==> config.mk <==
export PLATFORM = sky130hd
export DESIGN_NAME = grf_write_sched
export DESIGN_NICKNAME = d
export VERILOG_FILES = /design/src/rtl/grf_sched_pkg.sv /design/src/rtl/grf_wq_fifo.sv /design/src/rtl/grf_write_sched.sv
export SDC_FILE = /design/constraint.sdc
export NUM_CORES = 1
export LEC_CHECK = 0
export CORE_MARGIN = 3
export CORE_UTILIZATION = 55
export CTS_BUF_LIST = sky130_fd_sc_hd__clkbuf_2 sky130_fd_sc_hd__clkbuf_4 sky130_fd_sc_hd__clkbuf_8
export CTS_CLUSTER_DIAMETER = 80
export DETAILED_ROUTE_END_ITERATION = 16
export PLACE_DENSITY = 0.92
export SLEW_MARGIN = 20
export SYNTH_ARGS = -nofsm -noshare
export SYNTH_HDL_FRONTEND = slang
export SYNTH_SLANG_ARGS = --single-unit
==> constraint.sdc <==
create_clock -name clk -period 7.97 [get_ports clk]
set_input_delay 1.594 -clock clk [delete_from_list [all_inputs] [get_ports clk]]
set_output_delay 1.594 -clock clk [all_outputs]
set_load 0.005 [all_outputs]
==> src/rtl/grf_sched_pkg.sv <==
// Shared types and constants for the GRF write-port scheduler.
package grf_sched_pkg;

   localparam int                    REG_ADDR_W = 5;
   localparam logic [REG_ADDR_W-1:0] REG_ZERO   = 5'd0;

   // One buffered long-latency result waiting for a free write slot.
   typedef struct packed {
      logic [REG_ADDR_W-1:0] addr;
      logic [31:0]           data;
      logic [31:0]           pc;
   } wq_entry_t;

endpackage

==> src/rtl/grf_wq_fifo.sv <==
// Small synchronous FIFO holding long-latency results until the GRF port is free.
// Push is ignored when full and pop is ignored when empty; head is valid whenever !empty.
module grf_wq_fifo
   import grf_sched_pkg::*;
#(
   parameter int DEPTH = 2
) (
   input  logic      clk,
   input  logic      reset,
   input  logic      push,
   input  wq_entry_t push_data,
   input  logic      pop,
   output wq_entry_t head,
   output logic      full,
   output logic      empty
);

   localparam int AW = $clog2(DEPTH);

   wq_entry_t      mem [DEPTH];
   logic [AW-1:0]  wr_ptr;
   logic [AW-1:0]  rd_ptr;
   logic [AW:0]    count;
   logic           do_push;
   logic           do_pop;

   assign full    = (count == (AW+1)'(DEPTH));
   assign empty   = (count == '0);
   assign do_push = push && !full;
   assign do_pop  = pop && !empty;
   assign head    = mem[rd_ptr];

   // Pointer and occupancy tracking; pointers wrap naturally since DEPTH is a power of two.
   always_ff @(posedge clk) begin
      if (reset) begin
         wr_ptr <= '0;
         rd_ptr <= '0;
         count  <= '0;
      end else begin
         if (do_push) wr_ptr <= wr_ptr + 1'b1;
         if (do_pop)  rd_ptr <= rd_ptr + 1'b1;
         if (do_push && !do_pop)      count <= count + 1'b1;
         else if (!do_push && do_pop) count <= count - 1'b1;
      end
   end

   // Entry storage; contents need no reset because occupancy gates their use.
   always_ff @(posedge clk) begin
      if (do_push) mem[wr_ptr] <= push_data;
   end

endmodule

==> src/rtl/grf_write_sched.sv <==
// Single GRF write-port scheduler: pipeline writeback has fixed priority, buffered
// long-latency results drain into idle slots, and a busy scoreboard stalls decode on
// hazards against results still in flight.
//
// Handshakes: a transfer happens on a clock edge where valid && ready are both high.
// lu_ready and issue_ready depend only on registered state and the presented address,
// never on whether a pop happens in the same cycle.
module grf_write_sched
   import grf_sched_pkg::*;
#(
   parameter int FIFO_DEPTH      = 2,
   parameter int MAX_OUTSTANDING = 4
) (
   input  logic                  clk,
   input  logic                  reset,
   input  logic                  wb_we,
   input  logic [REG_ADDR_W-1:0] wb_addr,
   input  logic [31:0]           wb_data,
   input  logic [31:0]           wb_pc,
   input  logic                  issue_valid,
   input  logic [REG_ADDR_W-1:0] issue_addr,
   output logic                  issue_ready,
   input  logic                  lu_valid,
   input  logic [REG_ADDR_W-1:0] lu_addr,
   input  logic [31:0]           lu_data,
   input  logic [31:0]           lu_pc,
   output logic                  lu_ready,
   input  logic [REG_ADDR_W-1:0] dec_rs,
   input  logic [REG_ADDR_W-1:0] dec_rt,
   input  logic [REG_ADDR_W-1:0] dec_rd,
   output logic                  stall,
   output logic                  grf_we,
   output logic [REG_ADDR_W-1:0] grf_addr,
   output logic [31:0]           grf_data,
   output logic [31:0]           grf_pc
);

   localparam int                CNT_W   = $clog2(MAX_OUTSTANDING + 1);
   localparam logic [CNT_W-1:0]  MAX_CNT = CNT_W'(MAX_OUTSTANDING);

   // Bit 0 is never set, so indexing with r0 always reads "not busy".
   logic [31:0]      busy;
   logic [31:0]      busy_next;
   logic [CNT_W-1:0] outstanding;
   logic [CNT_W-1:0] outstanding_next;

   wq_entry_t q_head;
   wq_entry_t q_in;
   logic      q_full;
   logic      q_empty;
   logic      q_push;
   logic      q_pop;
   logic      wb_hit;
   logic      track;
   logic      retire;

   assign wb_hit      = wb_we && (wb_addr != REG_ZERO);
   assign q_pop       = !reset && !wb_hit && !q_empty;
   assign lu_ready    = !reset && !q_full;
   assign q_push      = lu_valid && lu_ready && (lu_addr != REG_ZERO);
   assign q_in        = '{addr: lu_addr, data: lu_data, pc: lu_pc};
   assign issue_ready = !reset && (outstanding < MAX_CNT) &&
                        !((issue_addr != REG_ZERO) && busy[issue_addr]);
   assign track       = issue_valid && issue_ready && (issue_addr != REG_ZERO);
   assign retire      = q_pop && busy[q_head.addr];
   assign stall       = !reset && (busy[dec_rs] || busy[dec_rt] || busy[dec_rd]);

   grf_wq_fifo #(
      .DEPTH (FIFO_DEPTH)
   ) u_fifo (
      .clk       (clk),
      .reset     (reset),
      .push      (q_push),
      .push_data (q_in),
      .pop       (q_pop),
      .head      (q_head),
      .full      (q_full),
      .empty     (q_empty)
   );

   // Write-port mux: real pipeline writes win, otherwise the queue head drains.
   always_comb begin
      grf_we   = 1'b0;
      grf_addr = REG_ZERO;
      grf_data = '0;
      grf_pc   = '0;
      if (!reset) begin
         if (wb_hit) begin
            grf_we   = 1'b1;
            grf_addr = wb_addr;
            grf_data = wb_data;
            grf_pc   = wb_pc;
         end else if (!q_empty) begin
            grf_we   = 1'b1;
            grf_addr = q_head.addr;
            grf_data = q_head.data;
            grf_pc   = q_head.pc;
         end
      end
   end

   // Scoreboard next state: retire clears, accepted issue sets, counter nets the two.
   always_comb begin
      busy_next        = busy;
      outstanding_next = outstanding;
      if (retire) busy_next[q_head.addr] = 1'b0;
      if (track)  busy_next[issue_addr]  = 1'b1;
      busy_next[0] = 1'b0;
      case ({track, retire})
         2'b10:   outstanding_next = outstanding + 1'b1;
         2'b01:   outstanding_next = outstanding - 1'b1;
         default: outstanding_next = outstanding;
      endcase
   end

   // Scoreboard registers.
   always_ff @(posedge clk) begin
      if (reset) begin
         busy        <= '0;
         outstanding <= '0;
      end else begin
         busy        <= busy_next;
         outstanding <= outstanding_next;
      end
   end

endmodule

==> reports/results.ini <==
[run_status]
run_status=complete, no violations

[synth]
synth_top_area_share_pct=43.73
synth_most_common_cell=sky130_fd_sc_hd__edfxtp_1
synthesis.area_per_instance_um2=11.57
synth-edff-count=138
ys_seq_elements=177
most_instantiated_flip_flop_cell_in_the_synthesis_netlist=sky130_fd_sc_hd__edfxtp_1
synth-seq-area-share_pct=51.97
post_synthesis_cell_area_mm2=0.009475
synth.net_count=985
yosys_warnings=0
synth_async_sr_flop_share_pct=0
synth.distinct_cells=64
yosys-top-cells-area=sky130_fd_sc_hd__edfxtp_1, sky130_fd_sc_hd__mux2i_1, sky130_fd_sc_hd__mux4_2
yosysTopAreaCell=sky130_fd_sc_hd__edfxtp_1
synth_top_cells_by_count=sky130_fd_sc_hd__edfxtp_1, sky130_fd_sc_hd__a21oi_1, sky130_fd_sc_hd__nor2_1
post_synth_inst_count=819

[detailed_routing]
wl_per_cell_um=22.83
detail_route.wirelength_um=28470
vias=8065
drt-initial-drc-count=1001
detail_route.vias_per_cell=6.468
detail-route-antenna-nets=0
drtPass1Iterations=7
route.detailed.drc=0

[setup_path]
worstSetupEndpointType=output port
crit_path_kind=primary input to output port
critical_path_required_time_ps=6380
setup.worst_path.start_class=primary input
rr_worst_depth=11
worstPathMaxFanout=62
crit_arrival_ps=4450

[floorplan]
design.die.area_mm2=0.01884
core_area_mm2=0.01670
floorplan.rows=47
die-width_um=137.3
die_h_um=137.3
floorplan.initialDensity_pct=56.74
boundaryPins=236

[finish]
post_route_cells_drive_above_1_share_pct=9.942
finish.instance_area_mm2=0.01230
flow.area_growth_from_synthesis_pct=29.76
instances_no_fill=1247
number_of_nets_in_the_layout=1179
fillCellCount=1039
seq_cell_area_mm2=0.004928
multi_input_comb_area_mm2=0.004265

[sta]
worst_slew_pin_slew_ps=1094
final.period_utilization_pct=75.87
report.final.setup_viol=0
timing_max_transition_violations_final=0
final.setup_skew_ps=17.97
achievable-frequency_mhz=165.4
rsz0062_at_grt=no
final_setup_tns_ps=0
max-slew-margin-rel_pct=27.10
hold_viol=0
period_needed_ps=6047

[global_route]
grt_first_pass_wirelength_um=43460
globalRoute.totalOverflow=0
grt_start_max_net_pins=79
grt_antenna_before_repair=1
grt_usage_pct=30.26
via_count_of_the_first_global_routing_pass=7982

[clocking]
number_of_setup_buffers_added_after_cts=0
clock_sinks=177
count_of_instances_resized_after_the_clock_tree_is_built=0
clk_latency_ps=470
post_cts_hold_buffer_count=0
clock_root_buffer_master=sky130_fd_sc_hd__clkbuf_8
cts_max_path_buffers=2
clk_pin_slew_ps=90
cts_buffers=17
htree_num_levels=4
cts_tree=yes

[hold_path]
holdCritPathClass=register to register
hold_depth=2

[power_and_ir_drop]
fin_total_pwr_mw=2.379
total_switching_power_mw=0.7174
power.internal_mw=1.661
netSwitchingFraction_pct=30.16
combinationalPowerShare_pct=26.4
pwr_density_cell_mw_per_mm2=193.5
power_frac_seq_pct=46.4
share_clk_of_total_power_pct=27.2
p_leak_nw=4.003
ir_drop_uv=151.7

[placement]
dp.cells=1214
place_area_mm2=0.01188
placement.io_buffers=235
place_congestion=0.9264
hpwl_um=19660

[flow_run]
max_cap_viol_count=0

power groups by stage:
stage / Clock [mW] / Combinational (mW) / Sequential (mW)
after floorplan: 0 / 0.386 / 1.10
after global placement: 0 / 0.602 / 1.12
after detailed placement: 0 / 0.615 / 1.12
after CTS: 0.646 / 0.624 / 1.10
after global routing: 0.688 / 0.671 / 1.11
final: 0.646 / 0.628 / 1.10
critical path, stage by stage:
cell                              delay, ps
sky130_fd_sc_hd__clkdlybuf4s50_1        430
sky130_fd_sc_hd__or4_1                  550
sky130_fd_sc_hd__o21a_4                 420
sky130_fd_sc_hd__buf_4                  350
sky130_fd_sc_hd__nor3_1                 320
sky130_fd_sc_hd__a21oi_1                 90
sky130_fd_sc_hd__nor2_1                 130
sky130_fd_sc_hd__clkdlybuf4s50_1        530
area by class of cell:
type                            count  area share [%]
Tap cell                          220           2.239
Sequential cell                   177           40.08
Clock inverter                     14           1.333
Timing Repair Buffer              243           19.58
Multi-Input combinational cell    571           34.69
Clock buffer                       18           1.964
Inverter                            3         0.09158
Antenna cell                        1         0.02035
state kept, by name, indices dropped and copies added, names as in the netlist, named ones only:
register and flops:
u_fifo.rd_ptr 1, u_fifo.count 2, busy 31, u_fifo.wr_ptr 1, outstanding 3, u_fifo.mem 138
stage by stage:
stage | hold WS [ps] | util (%) | worst slack [ps]
final | 504.7 | 73.62 | 1923
after global routing | 525.1 | 73.61 | 1813
after CTS | 511.8 | 73.58 | 1971
after detailed placement | 499.2 | 71.15 | 1979
after global placement | 466.0 | 71.15 | 2016
after floorplan | 458.5 | - | 2079
final timing paths:
check | from | slack, ps | to
setup / recovery | wb_addr[2] | 1920 | grf_data[16]
hold / removal | outstanding[2] | 500 | outstanding[2]
hold reg to reg | outstanding[2] | 500 | outstanding[2]
setup reg to reg | register | 3820 | outstanding[2]
layout by cell type (no fill, tap or decap), types with 3 or more instances in the layout:
cell type	n
sky130_fd_sc_hd__clkdlybuf4s50_1	234
sky130_fd_sc_hd__edfxtp_1	138
sky130_fd_sc_hd__a21oi_1	100
sky130_fd_sc_hd__nor2_1	91
sky130_fd_sc_hd__mux2i_1	82
sky130_fd_sc_hd__nor3_1	74
sky130_fd_sc_hd__dfxtp_1	38
sky130_fd_sc_hd__nand2_1	37
sky130_fd_sc_hd__mux4_2	35
sky130_fd_sc_hd__a31oi_1	22
sky130_fd_sc_hd__o21ai_1	17
sky130_fd_sc_hd__clkbuf_8	17
sky130_fd_sc_hd__a32oi_1	12
sky130_fd_sc_hd__nand3_1	8
sky130_fd_sc_hd__buf_4	8
sky130_fd_sc_hd__nor2b_1	6
sky130_fd_sc_hd__nand3b_1	5
sky130_fd_sc_hd__o21ai_0	5
sky130_fd_sc_hd__clkinv_2	5
sky130_fd_sc_hd__nor3b_1	4
sky130_fd_sc_hd__nand2b_1	4
sky130_fd_sc_hd__or3_1	4
sky130_fd_sc_hd__o22ai_1	3
sky130_fd_sc_hd__nor4b_4	3
sky130_fd_sc_hd__o31a_1	3
sky130_fd_sc_hd__xnor2_1	3
sky130_fd_sc_hd__xor2_1	3
sky130_fd_sc_hd__o31ai_1	3
sky130_fd_sc_hd__bufinv_16	3
cells by family after synthesis:
family / after synthesis / synth area share, %
multiplexers: 122 / 17.72
XOR/XNOR: 6 / 0.5547
buffers and inverters: 71 / 3.314
AO/OA/AOI/OAI: 183 / 12.43
adder cells (fa/ha/maj): 3 / 0.4753
flip-flops: 177 / 51.97
AND/OR/NAND/NOR: 257 / 13.54
metal layers:
| layer | part of all wire (%) | wire [um] | GRT usage [%] | up-vias |
|---|---|---|---|---|
| met3 | 11 | 3135 | 8.948 | 88 |
| met1 | 36 | 10170 | 37.28 | 3855 |
| met2 | 49 | 13930 | 49.51 | 588 |
| met4 | 4.3 | 1221 | 13.64 | 2 |
| li1 | - | - | - | 3532 |
| met5 | 0.032 | 9 | 0 | - |
Power figures use the tool's default switching activity.
